File: src/rtl/clock_set_controller.sv
// Clock-set controller: button edge detection, edit-cursor FSM, idle timeout and edit blink.
// Define CLOCK_SET_AUTOREPEAT_EN to auto-repeat a held Up/Down button while editing.
module clock_set_controller #(
    parameter int unsigned REPEAT_DELAY  = 50000000,
    parameter int unsigned REPEAT_PERIOD = 10000000,
    parameter int unsigned IDLE_TIMEOUT  = 1000000000,
    parameter int unsigned BLINK_HALF    = 25000000
) (
    input  logic       clk,
    input  logic       reset,
    input  logic       btnMode,
    input  logic       btnUp,
    input  logic       btnDown,
    input  logic       btnClear,
    output logic [2:0] cursorPos,
    output logic       up,
    output logic       down,
    output logic       clearPulse,
    output logic       editing,
    output logic       blink
);

    // State codes double as the cursor encoding so cursorPos is the state register itself.
    localparam logic [2:0] StRun      = 3'b000;
    localparam logic [2:0] StEditHour = 3'b100;
    localparam logic [2:0] StEditMin  = 3'b010;
    localparam logic [2:0] StEditSec  = 3'b001;

    localparam int unsigned IdleW  = (IDLE_TIMEOUT > 1) ? $clog2(IDLE_TIMEOUT) : 1;
    localparam int unsigned BlinkW = (BLINK_HALF > 1) ? $clog2(BLINK_HALF) : 1;
    localparam logic [IdleW-1:0]  IdleLast  = IdleW'(IDLE_TIMEOUT - 1);
    localparam logic [BlinkW-1:0] BlinkLast = BlinkW'(BLINK_HALF - 1);

    logic [2:0]        state_q, state_d, mode_next;
    logic              mode_prev_q, up_prev_q, down_prev_q, clear_prev_q;
    logic              up_q, up_d, down_q, down_d, clear_q, clear_d;
    logic [IdleW-1:0]  idle_q, idle_d;
    logic [BlinkW-1:0] blink_cnt_q, blink_cnt_d;
    logic              blink_q, blink_d;

    logic mode_edge, up_edge, down_edge, clear_edge, any_edge;
    logic in_edit, cmd_ok, step_up, step_dn;
    logic rep_fire, rep_up, rep_dn, activity;

    assign mode_edge  = btnMode & ~mode_prev_q;
    assign up_edge    = btnUp & ~up_prev_q;
    assign down_edge  = btnDown & ~down_prev_q;
    assign clear_edge = btnClear & ~clear_prev_q;
    assign any_edge   = mode_edge | up_edge | down_edge | clear_edge;

    assign in_edit = (state_q != StRun);
    // Up/Down act only in edit and yield to Clear and Mode edges in the same cycle.
    assign cmd_ok  = in_edit & ~clear_edge & ~mode_edge;
    assign step_up = cmd_ok & up_edge & ~btnDown;
    assign step_dn = cmd_ok & down_edge & ~btnUp;

`ifdef CLOCK_SET_AUTOREPEAT_EN
    localparam int unsigned RepMax = (REPEAT_DELAY > REPEAT_PERIOD) ? REPEAT_DELAY : REPEAT_PERIOD;
    localparam int unsigned RepW   = (RepMax > 1) ? $clog2(RepMax) : 1;
    localparam logic [RepW-1:0] RepDelayLast  = RepW'(REPEAT_DELAY - 1);
    localparam logic [RepW-1:0] RepPeriodLast = RepW'(REPEAT_PERIOD - 1);

    logic [RepW-1:0] rep_cnt_q, rep_cnt_d, rep_last;
    logic            rep_active_q, rep_active_d, rep_period_q, rep_period_d;
    logic            rep_hold;

    assign rep_hold = cmd_ok & (btnUp ^ btnDown);
    assign rep_last = rep_period_q ? RepPeriodLast : RepDelayLast;

    // Armed only by a pulse-producing press; any break in a lone hold disarms until re-press.
    always_comb begin
        rep_cnt_d    = rep_cnt_q;
        rep_active_d = rep_active_q;
        rep_period_d = rep_period_q;
        rep_fire     = 1'b0;
        if (step_up || step_dn) begin
            rep_active_d = 1'b1;
            rep_period_d = 1'b0;
            rep_cnt_d    = '0;
        end else if (rep_active_q && rep_hold) begin
            if (rep_cnt_q == rep_last) begin
                rep_fire     = 1'b1;
                rep_period_d = 1'b1;
                rep_cnt_d    = '0;
            end else begin
                rep_cnt_d = rep_cnt_q + 1'b1;
            end
        end else begin
            rep_active_d = 1'b0;
            rep_period_d = 1'b0;
            rep_cnt_d    = '0;
        end
    end

    always_ff @(posedge clk or posedge reset) begin
        if (reset) begin
            rep_cnt_q    <= '0;
            rep_active_q <= 1'b0;
            rep_period_q <= 1'b0;
        end else begin
            rep_cnt_q    <= rep_cnt_d;
            rep_active_q <= rep_active_d;
            rep_period_q <= rep_period_d;
        end
    end
`else
    assign rep_fire = 1'b0;
`endif

    assign rep_up   = rep_fire & btnUp;
    assign rep_dn   = rep_fire & btnDown;
    assign activity = any_edge | rep_fire;

    always_comb begin
        case (state_q)
            StRun:      mode_next = StEditHour;
            StEditHour: mode_next = StEditMin;
            StEditMin:  mode_next = StEditSec;
            default:    mode_next = StRun;
        endcase
    end

    always_comb begin
        state_d = state_q;
        if (clear_edge) begin
            state_d = StRun;
        end else if (mode_edge) begin
            state_d = mode_next;
        end else if (in_edit && !activity && idle_q == IdleLast) begin
            state_d = StRun;
        end
    end

    always_comb begin
        if (state_d == StRun || activity) begin
            idle_d = '0;
        end else begin
            idle_d = idle_q + 1'b1;
        end
    end

    // Blink restarts high on every entry into an edit field, including field-to-field steps.
    always_comb begin
        blink_d     = blink_q;
        blink_cnt_d = blink_cnt_q;
        if (state_d == StRun || state_d != state_q) begin
            blink_d     = 1'b1;
            blink_cnt_d = '0;
        end else if (blink_cnt_q == BlinkLast) begin
            blink_d     = ~blink_q;
            blink_cnt_d = '0;
        end else begin
            blink_cnt_d = blink_cnt_q + 1'b1;
        end
    end

    assign up_d    = step_up | rep_up;
    assign down_d  = step_dn | rep_dn;
    assign clear_d = clear_edge;

    always_ff @(posedge clk or posedge reset) begin
        if (reset) begin
            state_q      <= StRun;
            mode_prev_q  <= 1'b0;
            up_prev_q    <= 1'b0;
            down_prev_q  <= 1'b0;
            clear_prev_q <= 1'b0;
            up_q         <= 1'b0;
            down_q       <= 1'b0;
            clear_q      <= 1'b0;
            idle_q       <= '0;
            blink_cnt_q  <= '0;
            blink_q      <= 1'b1;
        end else begin
            state_q      <= state_d;
            mode_prev_q  <= btnMode;
            up_prev_q    <= btnUp;
            down_prev_q  <= btnDown;
            clear_prev_q <= btnClear;
            up_q         <= up_d;
            down_q       <= down_d;
            clear_q      <= clear_d;
            idle_q       <= idle_d;
            blink_cnt_q  <= blink_cnt_d;
            blink_q      <= blink_d;
        end
    end

    assign cursorPos  = state_q;
    assign editing    = (state_q != StRun);
    assign up         = up_q;
    assign down       = down_q;
    assign clearPulse = clear_q;
    assign blink      = blink_q;

endmodule
File: config.mk
export PLATFORM = sky130hd
export DESIGN_NAME = clock_set_controller
export DESIGN_NICKNAME = d
export VERILOG_FILES = /design/src/rtl/clock_set_controller.sv
export SDC_FILE = /design/constraint.sdc
export NUM_CORES = 1
export LEC_CHECK = 0
export BUFFER_PORTS_ARGS = -buffer_cell sky130_fd_sc_hd__buf_2
export CORE_ASPECT_RATIO = 1.4
export CORE_MARGIN = 1.5
export CORE_UTILIZATION = 60
export CTS_BUF_LIST = sky130_fd_sc_hd__clkbuf_2
export DETAILED_ROUTE_END_ITERATION = 8
export PLACE_DENSITY = 0.78
export REMOVE_ABC_BUFFERS = 1
export SLEW_MARGIN = 20
export SYNTH_ARGS = -nofsm -noshare
export SYNTH_HDL_FRONTEND = slang
export SYNTH_SLANG_ARGS = --single-unit
File: constraint.sdc
create_clock -name clk -period 5.5 [get_ports clk]
set_input_delay 0.55 -clock clk [delete_from_list [all_inputs] [get_ports clk]]
set_output_delay 0.55 -clock clk [all_outputs]
set_load 0.02 [all_outputs]
==> impl_metrics.json <==
{
  "result_of_the_run": "completed",
  "first_global_vias": 2455,
  "fillers": 455,
  "cp-start-kind": "flop",
  "post-route-drc-count": 0,
  "clockRootBuffer": "clkbuf_2",
  "flip_flop_and_latch_count_after_synthesis": 66,
  "fin_cells": 410,
  "worst-path-max-fanout": 26,
  "final.period_utilization": 0.445,
  "worstPathArrival_ps": 2820,
  "drt_iter0_markers": 159,
  "detail_route.first_pass.iterations": 4,
  "first_pass_grt_wire_length_mm": 11.1,
  "cts.sink_count": 66,
  "drv_cap": 0,
  "layout.nets": 345,
  "yosys-top-cells-area": "dfrtp_1, xor2_1, nor2_1",
  "library_cells_used_by_synthesis": 53,
  "cts_tree": "built",
  "powerDensity_nw_per_um2": 237,
  "total_leakage_power_nw": 1.53,
  "rows": 32,
  "vdd_ir_drop_max_mv": 0.226,
  "drive_gt1_frac": 0.161,
  "crit_path_cell_trace": "ha_1 > nand3_4 > nor3b_1 > nand4_2 > nand2b_1 > nor2_1",
  "portbufs": 13,
  "type_of_destination_of_the_critical_path": "flop",
  "wl_mm": 6.17,
  "area_growth_pct": 5.98,
  "timing.critical_path.slowest_cell_delay_ps": 740,
  "drtAntennaViolNets": 0,
  "cts_inserted_buffers": 9,
  "setup_violations": 0,
  "grt_overflow": 0,
  "synthFlopType": "dfrtp_1",
  "post_cts_buffers": 0,
  "ys_async_rst_share": 1.00,
  "path_clk_slew_ps": 190,
  "worstHoldPathType": "in2reg",
  "post-layout-total-power_mw": 0.845,
  "fp.dieArea_um2": 6080,
  "max_slew_headroom": 0.339,
  "mostFrequentLayoutCell": "dfrtp_1",
  "gp_congestion": 0.789,
  "timing_worst_setup_path_type": "reg2reg",
  "number_of_instances_in_the_synthesized_netlist": 320,
  "cts_hold_buffers": 0,
  "yosys.area.top_type": "dfrtp_1",
  "wl_per_cell_um": 15.0,
  "synth_edf_count": 0,
  "vias_per_cell": 5.70,
  "ctsHtreeMaxLevel": 3,
  "rsz0062_at_grt": "no",
  "yosys_warnings": 0,
  "grt_start_max_net_pins": 67,
  "synthesis.area_um2": 3370,
  "die_y_um": 91.7,
  "report.final.hold_viol_count": 0,
  "route.vias.total": 2337,
  "chipWidth_um": 66.3,
  "gr-usage-all-layers": 0.237,
  "fin_skew_ps": 27.3,
  "timing_max_transition_violations_final": 0,
  "timing.fmax_ghz": 0.409,
  "actual_slew_at_the_worst_max_slew_pin_ps": 984,
  "antennaDiodeCount": 0,
  "dp_cells": 394,
  "floorplan.initialDensity": 0.619,
  "pin_count": 14,
  "required_ps": 5870,
  "totalNegativeSetupSlack_ps": 0,
  "fp.coreArea_um2": 5450,
  "post_cts.resized_instances": 0,
  "sum_of_net_half_perimeters_after_detailed_placement_mm": 4.16,
  "antenna_found_initial": 0,
  "post-synth-top-area-fraction": 0.483,
  "critical-path-slowest-cell": "nand2b_1",
  "clk_path_buf_depth": 2,
  "leading_cell_types_in_the_layout_fill_and_taps_excluded": "dfrtp_1, nor2_1, xor2_1",
  "timing.final.crit_period_ps": 2450,
  "clk_latency_ps": 520,
  "ys_seq_area_frac": 0.490,
  "avgSynthCellArea_um2": 10.5
}
routing by layer:
metal	up-vias	global-route usage	share of wire
li1	1159	-	-
met1	1147	0.286	0.43
met2	21	0.399	0.53
met3	10	0.0405	0.016
met4	0	0.122	0.022
met5	-	0	0
report_power, final:
part	internal [mW]	switching, mW	total [mW]
Clock	0.107	0.179	0.286
Combinational	0.0164	0.0430	0.0594
Sequential	0.493	0.00667	0.499
Total	0.616	0.229	0.845
cell usage after synthesis (2+ instances only):
cell,count
nand4_4,2
nand4_2,3
nor2_4,2
nand2_1,18
or4_1,3
nand3_1,21
nand4_1,16
nor3_1,19
ha_1,2
nor4_4,4
nor2_1,44
dfrtp_1,65
and3_1,9
and4_1,4
xnor2_1,13
inv_1,7
or2b_1,2
a21oi_1,8
nor3b_1,3
xor2_1,34
buf_6,4
o31ai_1,2
nand2b_1,3
nor4_1,2
buf_2,2
logic make-up after synthesis:
family	share of synthesized area
adders and majority gates	0.00742
AOI/OAI and AO/OA	0.0319
buffers and inverters	0.0275
xor gates and xnor gates	0.122
and+or+nand+nor	0.321
DFF	0.490
through the flow:
stage | hold WS, ps | util | setup WS (ps) | area [µm²]
final | 135 | 0.656 | 3050 | 3570
after global routing | 88.9 | 0.656 | 2840 | 3570
after CTS | 118 | 0.656 | 3010 | 3570
after detailed placement | 461 | 0.636 | 2940 | 3460
after global placement | 457 | 0.636 | 3070 | 3460
after floorplan | 425 | - | 3300 | 3300
flip-flops by register name, summed over array words and instances, names as in the netlist:
signal	count
blink_cnt_q	25
clearPulse	1
blink	1
clear_prev_q	1
mode_prev_q	1
down_prev_q	1
up_prev_q	1
down	1
cursorPos	3
up	1
idle_q	30
critical path, delay by kind of cell, from the launching register on:
| kind | cells | cell delay, ps |
|---|---|---|
| adder cells (fa/ha/maj) | 1 | 260 |
| flip-flops | 1 | 450 |
| AND/OR/NAND/NOR | 5 | 1590 |
final timing paths:
path	depth (start not counted)	startpoint	slack (ps)	end
max	6	idle_q[0]$_DFF_PP0_	3050	idle_q[21]$_DFF_PP0_
min	1	btnMode	130	mode_prev_q$_DFF_PP0_
max reg2reg	6	idle_q[0]$_DFF_PP0_	3050	idle_q[21]$_DFF_PP0_
min reg2reg	1	clear_prev_q$_DFF_PP0_	450	clearPulse$_DFF_PP0_
max in group asynchronous	3	reset	4730	idle_q[22]$_DFF_PP0_
min in group asynchronous	3	reset	230	down$_DFF_PP0_
area by class of cell:
type / count / area (µm²) / share of cell area
Tap cell: 68 / 85.1 / 0.0238
Inverter: 7 / 26.3 / 0.00736
Timing Repair Buffer: 14 / 72.6 / 0.0203
Clock buffer: 11 / 55.1 / 0.0154
Sequential cell: 66 / 1650 / 0.463
Multi-Input combinational cell: 239 / 1630 / 0.455
Clock inverter: 5 / 55.1 / 0.0154
(Power assumes the default switching activity.)
